--- config.mk ---
export PLATFORM = sky130hd
export DESIGN_NAME = booth_pp_array
export DESIGN_NICKNAME = d
export VERILOG_FILES = /design/src/rtl/booth_pkg.sv /design/src/rtl/booth_pp_row.sv /design/src/rtl/booth_pp_array.sv
export SDC_FILE = /design/constraint.sdc
export NUM_CORES = 1
export LEC_CHECK = 0
export CAP_MARGIN = 0
export CORE_UTILIZATION = 50
export CTS_CLUSTER_DIAMETER = 60
export CTS_CLUSTER_SIZE = 25
export DETAILED_ROUTE_END_ITERATION = 12
export HOLD_SLACK_MARGIN = 0.03
export PLACE_DENSITY = 0.81
export RECOVER_POWER = 100
export SKIP_LAST_GASP = 1
export SYNTH_ARGS = -nofsm -noshare
export SYNTH_HDL_FRONTEND = slang
export SYNTH_SLANG_ARGS = --single-unit
--- constraint.sdc ---
create_clock -name clk -period 8 [get_ports clk]
set_input_delay 1.6 -clock clk [delete_from_list [all_inputs] [get_ports clk]]
set_output_delay 1.6 -clock clk [all_outputs]
set_load 0.03 [all_outputs]
--- src/rtl/booth_pkg.sv ---
// Shared Booth radix-4 encoding constants and the group-to-code mapping used
// by the partial-product array and its rows.
package booth_pkg;

    localparam logic [2:0] ENC_ZERO = 3'b000;
    localparam logic [2:0] ENC_P1   = 3'b001;
    localparam logic [2:0] ENC_P2   = 3'b010;
    localparam logic [2:0] ENC_M1   = 3'b101;
    localparam logic [2:0] ENC_M2   = 3'b110;

    // grp = {b[2i+1], b[2i], b[2i-1]}; 000/111 both map to plain zero so
    // a negated zero never reaches the rows.
    function automatic logic [2:0] booth_enc(input logic [2:0] grp);
        logic [2:0] code;
        case (grp)
            3'b001, 3'b010: code = ENC_P1;
            3'b011:         code = ENC_P2;
            3'b100:         code = ENC_M2;
            3'b101, 3'b110: code = ENC_M1;
            default:        code = ENC_ZERO;
        endcase
        return code;
    endfunction

endpackage

--- src/rtl/booth_pp_row.sv ---
// One Booth partial-product row: selects 0 / a / 2a, applies full two's
// complement negation and shifts the result to the weight of its group.
module booth_pp_row
    import booth_pkg::*;
#(
    parameter int DATA_W = 16,
    parameter int ROW    = 0
) (
    input  logic [2:0]          i_enc,
    input  logic [2*DATA_W-1:0] i_a_ext,
    output logic [2*DATA_W-1:0] o_pp
);

    localparam int PP_W = 2 * DATA_W;
    localparam logic [PP_W-1:0] ONE = {{(PP_W-1){1'b0}}, 1'b1};

    logic [PP_W-1:0] w_mag;
    logic [PP_W-1:0] w_val;

    // Magnitude select, negation and weight shift, all truncated to 2W bits.
    always_comb begin
        w_mag = '0;
        w_val = '0;
        case (i_enc)
            ENC_P1, ENC_M1: w_mag = i_a_ext;
            ENC_P2, ENC_M2: w_mag = {i_a_ext[PP_W-2:0], 1'b0};
            default:        w_mag = '0;
        endcase
        if (i_enc[2]) begin
            w_val = ~w_mag + ONE;
        end else begin
            w_val = w_mag;
        end
        o_pp = w_val << (2 * ROW);
    end

endmodule

--- src/rtl/booth_pp_array.sv ---
// Two-stage pipelined radix-4 Booth partial-product generator with
// valid/ready handshake on both sides; signed or unsigned per transaction.
module booth_pp_array
    import booth_pkg::*;
#(
    parameter int DATA_W = 16
) (
    input  logic                                clk,
    input  logic                                rst_n,
    input  logic                                in_valid,
    output logic                                in_ready,
    input  logic                                in_signed,
    input  logic [DATA_W-1:0]                   in_a,
    input  logic [DATA_W-1:0]                   in_b,
    output logic                                out_valid,
    input  logic                                out_ready,
    output logic [(DATA_W/2+1)*2*DATA_W-1:0]    out_pp,
    output logic [(DATA_W/2+1)*3-1:0]           out_enc
);

    localparam int N_PP = DATA_W / 2 + 1;
    localparam int PP_W = 2 * DATA_W;

    logic                   w_adv;
    logic                   w_in_ready;
    logic [DATA_W+2:0]      w_b_pad;
    logic [PP_W-1:0]        w_a_ext;
    logic [N_PP*3-1:0]      w_enc;
    logic [N_PP*PP_W-1:0]   w_pp;

    logic                   r_s1_valid;
    logic [PP_W-1:0]        r_s1_a_ext;
    logic [N_PP*3-1:0]      r_s1_enc;
    logic                   r_out_valid;
    logic [N_PP*PP_W-1:0]   r_out_pp;
    logic [N_PP*3-1:0]      r_out_enc;

    // Stage 2 may load whenever its holder is empty or being drained; stage 1
    // additionally accepts when it is itself empty.
    always_comb begin
        w_adv      = !r_out_valid || out_ready;
        w_in_ready = !r_s1_valid || w_adv;
    end

    // Operand extension and Booth recoding; the pad bit below b[0] is b[-1]=0.
    always_comb begin
        w_b_pad = {{2{in_signed & in_b[DATA_W-1]}}, in_b, 1'b0};
        w_a_ext = {{DATA_W{in_signed & in_a[DATA_W-1]}}, in_a};
        w_enc   = '0;
        for (int i = 0; i < N_PP; i++) begin
            w_enc[i*3 +: 3] = booth_enc(w_b_pad[2*i +: 3]);
        end
    end

    // Stage 1: extended multiplicand and Booth codes.
    always_ff @(posedge clk or negedge rst_n) begin
        if (!rst_n) begin
            r_s1_valid <= 1'b0;
            r_s1_a_ext <= '0;
            r_s1_enc   <= '0;
        end else if (w_in_ready) begin
            r_s1_valid <= in_valid;
            if (in_valid) begin
                r_s1_a_ext <= w_a_ext;
                r_s1_enc   <= w_enc;
            end
        end
    end

    generate
        for (genvar g = 0; g < N_PP; g++) begin : g_row
            booth_pp_row #(
                .DATA_W (DATA_W),
                .ROW    (g)
            ) u_row (
                .i_enc   (r_s1_enc[g*3 +: 3]),
                .i_a_ext (r_s1_a_ext),
                .o_pp    (w_pp[g*PP_W +: PP_W])
            );
        end
    endgenerate

    // Stage 2: finished partial products held until downstream accepts.
    always_ff @(posedge clk or negedge rst_n) begin
        if (!rst_n) begin
            r_out_valid <= 1'b0;
            r_out_pp    <= '0;
            r_out_enc   <= '0;
        end else if (w_adv) begin
            r_out_valid <= r_s1_valid;
            if (r_s1_valid) begin
                r_out_pp  <= w_pp;
                r_out_enc <= r_s1_enc;
            end
        end
    end

    assign in_ready  = w_in_ready;
    assign out_valid = r_out_valid;
    assign out_pp    = r_out_pp;
    assign out_enc   = r_out_enc;

endmodule

Yosys cells after proc, flatten, opt, wreduce, memory -nomap -nowiden
Index checks and enable logic that the tools add are counted.

word-level totals
  ROM bits = 0
  output and inout bits = 317
  bits in latches = 0
  memories kept = 0
  register bits after elaboration = 289
  input bits = 37
  memory bits (writable) = 0

operators by class
  add/subtract/negate cells = 9
  multipliers = 0
  equal/unequal tests = 87
  shift-type cells = 0
  div/mod/pow operators = 0
  bitwise gates (word level) = 11
  mux-type cells = 27
  order comparisons = 0
  reduce and logical (&&, ||, !) cells = 40

operator list
  kind                                           number
  == test 3 bit, second input constant           42
  one-hot mux 3 bit (4 select lines)             8
  == test 3 x 2 -> 1 bit, second input constant  25
  OR reduction 2 bit                             34
  one-hot mux 32 bit (2 select lines)            1
  one-hot mux 30 bit (2 select lines)            1
  one-hot mux 28 bit (2 select lines)            1
  one-hot mux 26 bit (2 select lines)            1
  == test 3 x 1 -> 1 bit, second input constant  17
  one-hot mux 24 bit (2 select lines)            1
  one-hot mux 22 bit (2 select lines)            1
  one-hot mux 20 bit (2 select lines)            1
  one-hot mux 18 bit (2 select lines)            1
  adder 32 x 1 -> 32 bit, second input constant  1
  2-to-1 mux 32 bit                              1
  inverter 32 bit                                1
  one-hot mux 16 bit (2 select lines)            1
  adder 30 x 1 -> 30 bit, second input constant  1
  2-to-1 mux 30 bit                              1
  inverter 30 bit                                1
  adder 28 x 1 -> 28 bit, second input constant  1
  2-to-1 mux 28 bit                              1
  inverter 28 bit                                1
  adder 26 x 1 -> 26 bit, second input constant  1
  24 further kinds                               29

Depth between registers and ports, before layout
  depth in word-level cells = 6
  mapped depth = 11

Hierarchy
Synthesis repeated with hierarchy kept, for this count alone.

unflattened totals
  cell total of the unflattened synthesis = 2,442
  area total of the unflattened synthesis = 24,853.8 µm²

by module, submodules not included
  module                          area each (µm²)  times used  cells an instance
  booth_pp_array                  14,523.9         1           810
  booth_pp_row at g_row[1].u_row  1,534.0          1           258
  booth_pp_row at g_row[0].u_row  1,485.2          1           240
  booth_pp_row at g_row[3].u_row  1,186.1          1           178
  booth_pp_row at g_row[4].u_row  1,171.1          1           188
  booth_pp_row at g_row[2].u_row  1,168.6          1           178
  booth_pp_row at g_row[5].u_row  1,086.0          1           166
  booth_pp_row at g_row[6].u_row  1,056.0          1           165
  booth_pp_row at g_row[7].u_row  844.6            1           130
  booth_pp_row at g_row[8].u_row  798.3            1           129

Least setup slack after synthesis
OpenSTA, ideal clock, no wires.

  kind = input to output
  from = input port out_ready
  to = output port in_ready
  setup slack = 4,448 ps
  required time = 6,400 ps
  cell stages on the path = 1
  arrival time = 1,952 ps
  cell sequence = nand3b_1

on the way
  cells in the longest elaborated chain, start to end = 2

ends and longest elaborated chain
  what                line                  text
  start: declaration  booth_pp_array.sv:16  input logic out_ready,
  logical OR 1 bit    booth_pp_array.sv:41  w_adv = !r_out_valid || out_ready;
  logical OR 1 bit    booth_pp_array.sv:42  w_in_ready = !r_s1_valid || w_adv;
  end: declaration    booth_pp_array.sv:11  output logic in_ready,

Every way passes these cells.

Worst setup path in the final report
  from = input port out_ready
  to = register r_out_pp[159] (netlist: out_pp[159])

on the way
  cells in the longest elaborated chain, start to end = 2

ends and longest elaborated chain
  what                                  line                  text
  logical OR 1 bit                      booth_pp_array.sv:41
  AND reduction 2 bit (no source line)  --
  end signal: assignment                booth_pp_array.sv:92  r_out_pp <= w_pp;
  end: declaration                      booth_pp_array.sv:35  logic [N_PP*PP_W-1:0] r_out_pp;

Every way passes these cells.
A chain may end at the register's enable or synchronous reset.

==> reports/qor.txt <==
Cell Pwr Density -> 314 nW/um2
DIE WIDTH -> 186 um
status -> complete, but fails checks
DR pass1 iterations -> 6
final period utilization -> 0.688
Worst Hold Class -> register to register
area leader, netlist -> dfrtp_1
ANT cells -> 0
Setup crit start kind -> input port
Root Buffer -> clkbuf_16
fin cells -> 2590
IO Port Bufs -> 280
CTS H-tree lvls -> 1
Worst Path Required -> 8.48 ns
Peak Freq -> 182 MHz
CTS tree -> yes
# setup viols final -> 0
Post-synth top cells -> 371 x nand2_1, 287 x dfrtp_1, 232 x o21ai_0
largest cells by area after synthesis -> dfrtp_1 43%, nand2_1 8.2%, o21ai_0 6.9%
post-layout min period -> 5.50 ns
Pwr Total -> 6420 uW
area delta synth->final -> 20.9%
Mean Syn Cell Area -> 8.61 um2
Final Max Tran Viols -> 380
Die Y -> 186 um
share of layout cells above drive strength 1 -> 0.0675
All-Layer GR Usage -> 0.295
Vias -> 15.4k
Post-Place Worst Slack -> 3.47 ns
Core Footprint -> 32900 um2
gpl congestion -> 0.950
reg2reg path depth -> 6
Netlist cell types -> 75
Num CTS Buffers -> 25
Slew headroom -> -1.75
IO Count -> 354
reg-to-reg endpoint -> out_pp[159]$_DFFE_PN0P_
# Post-CTS Setup Buffers -> 0
number of global-route vias before repair -> 14.2k
Post-Synthesis Cells -> 1961
Bufs on Longest Clock Path -> 3
routed len/inst -> 19.8 um
unrepaired setup endpoints after global routing -> false
antenna violations before repair -> 1
worst slew pin tran -> 4.12 ns
Hold Crit Start -> out_pp[213]$_DFFE_PN0P_
Die Footprint -> 34500 um2
Peak VDD IR -> 196 uV
Yosys top cell area share -> 0.425
# clock sinks -> 287
YS warnings -> 0
pin count of the biggest net entering global routing -> 201
Yosys reg bits -> 287
detailed-route DRC error count -> 0
violated checks -> max-capacitance violations, max-slew violations
Max-Cap Viols -> 4
hold path depth -> 2
# resized after CTS -> 0
final worst clock skew -> 0.0316 ns
Post-synth EDFFs -> 0
Post-synth top flop -> dfrtp_1
Remaining Overflow, GRT -> 0
Worst-Skew Late Latency -> 0.56 ns
most instantiated library cell after synthesis -> nand2_1
sequential cell area fraction in the yosys report -> 0.425
Cell Area, Synth -> 16900 um2
Placed Area -> 19600 um2
hold endpoint -> out_pp[213]$_DFFE_PN0P_
total negative slack -> 0 ns
std cell rows -> 66
Worst setup EP type -> register
Setup CP Type -> input port to register
Critical R2R Launch -> out_valid$_DFFE_PN0P_
final worst slack -> 2.50 ns
clk slew on worst S/H paths -> 0.08 ns
Vias/cell -> 5.93
Inst Count DP -> 2546
CP arrival -> 5.98 ns
Final HPWL DP -> 35.5 mm
CTS Hold Bufs -> 0
FF-to-FF setup slack -> 3.77 ns
ys async rst share -> 1.00
Worst Path Max Fanout -> 200
fin nets -> 2177
initial core utilization -> 0.514
initial drt markers -> 1739
Static Leakage -> 0.00891 uW
global-route wire length before repair -> 79.1 mm
Detailed Route WL -> 51.4 mm
post-route ant nets -> 0
Hold Vio Cnt, Final -> 0
Fillers -> 2823
Final Cell Area -> 20400 um2
worst max-delay path by stage:
stage                          from                 endpoint  slack (ns)  depth (start not counted)
after global placement    out_ready                 in_ready        3.49                          3
after floorplan           out_ready                 in_ready        4.45                          1
after detailed placement  out_ready                 in_ready        3.47                          3
after global routing      out_ready  out_pp[181]$_DFFE_PN0P_        1.99                          5
after CTS                 out_ready                 in_ready        3.47                          3
final                     out_ready  out_pp[159]$_DFFE_PN0P_        2.50                          7
state kept, by name, indices dropped and copies added, names as in the netlist:
| signal | flops |
|---|---|
| r_s1_enc | 26 |
| out_pp | 216 |
| r_s1_a_ext | 17 |
| out_enc | 26 |
| out_valid | 1 |
| r_s1_valid | 1 |
logic make-up (layout without fill, tap and decap cells):
group,count (synthesis),in the layout,synth area share
flops,287,287,0.425
compound gates,585,585,0.226
other cells,1,73,0.000222
fa+ha+maj,9,9,0.00667
simple gates,650,650,0.170
xor+xnor,133,133,0.0690
buf+inv,257,372,0.0769
mux,39,39,0.0256
per-stage QoR:
| step | util | hold WS [ns] |
|---|---|---|
| 4_1_cts | 0.622 | 0.486 |
| 3_3_place_gp | 0.596 | 0.461 |
| 6_report | 0.621 | 0.474 |
| 3_5_place_dp | 0.596 | 0.465 |
| 2_1_floorplan | - | 0.471 |
| 5_1_grt | 0.621 | 0.501 |
worst max-delay path, cell delays in order:
cell and delay [ns]:
dlygate4sd3_1 0.54, nand2b_1 0.18, nand2_1 0.48, clkbuf_2 2.20, nor2_1 0.20, o21ai_0 0.32, o21a_1 0.18
final cells by class:
class                           count  area, um2  area share
Clock inverter                     17        223      0.0109
Inverter                           10       37.5     0.00184
Timing Repair Buffer              318       3080       0.151
Multi-Input combinational cell   1489       8680       0.425
Tap cell                          442        553      0.0271
Sequential cell                   287       7180       0.352
Clock buffer                       27        653      0.0320
routing by layer:
layer  vias to the layer above  GRT usage  part of all wire
met1                      7328      0.398              0.40
met5                         -          0           0.00029
met3                       151     0.0503             0.097
met2                       842      0.469              0.46
met4                         2      0.121             0.041
li1                       7033          -                 -
cell usage in the layout, fill, tap and decap left out, drive strengths merged, types with 3 or more instances in the layout:
master         netlist  routed
o221ai               5       5
a22oi              109     109
inv                 10      18
nand3               27      27
conb                 1      73
xor2                41      41
buf                129      35
a21oi               37      37
a31oi                4       4
clkdlybuf4s50        0      34
o41ai                5       5
a21o                 8       8
clkinv               0       6
clkbuf             118      31
ha                   9       9
o311ai               3       3
nand4               22      22
and2                 7       7
a22o                38      38
o31ai               27      27
mux2                33      33
xnor2               92      92
o211ai               7       7
o21a                37      37
o22a                 5       5
nand2b              31      31
o21ai              251     251
nand2              371     371
clkinvlp             0       3
or3                 16      16
o22ai               24      24
or2                 11      11
mux2i                6       6
nor2b               23      23
nor2               107     107
nor3                23      23
dfrtp              287     287
nand3b               3       3
dlygate4sd3          0     245
power by group:
part | total (uW) | internal, uW | switching, uW
combinational | 3000 | 1060 | 1940
clock | 1280 | 639 | 639
sequential | 2140 | 1830 | 306
total | 6420 | 3530 | 2890
(Power assumes the default switching activity.)
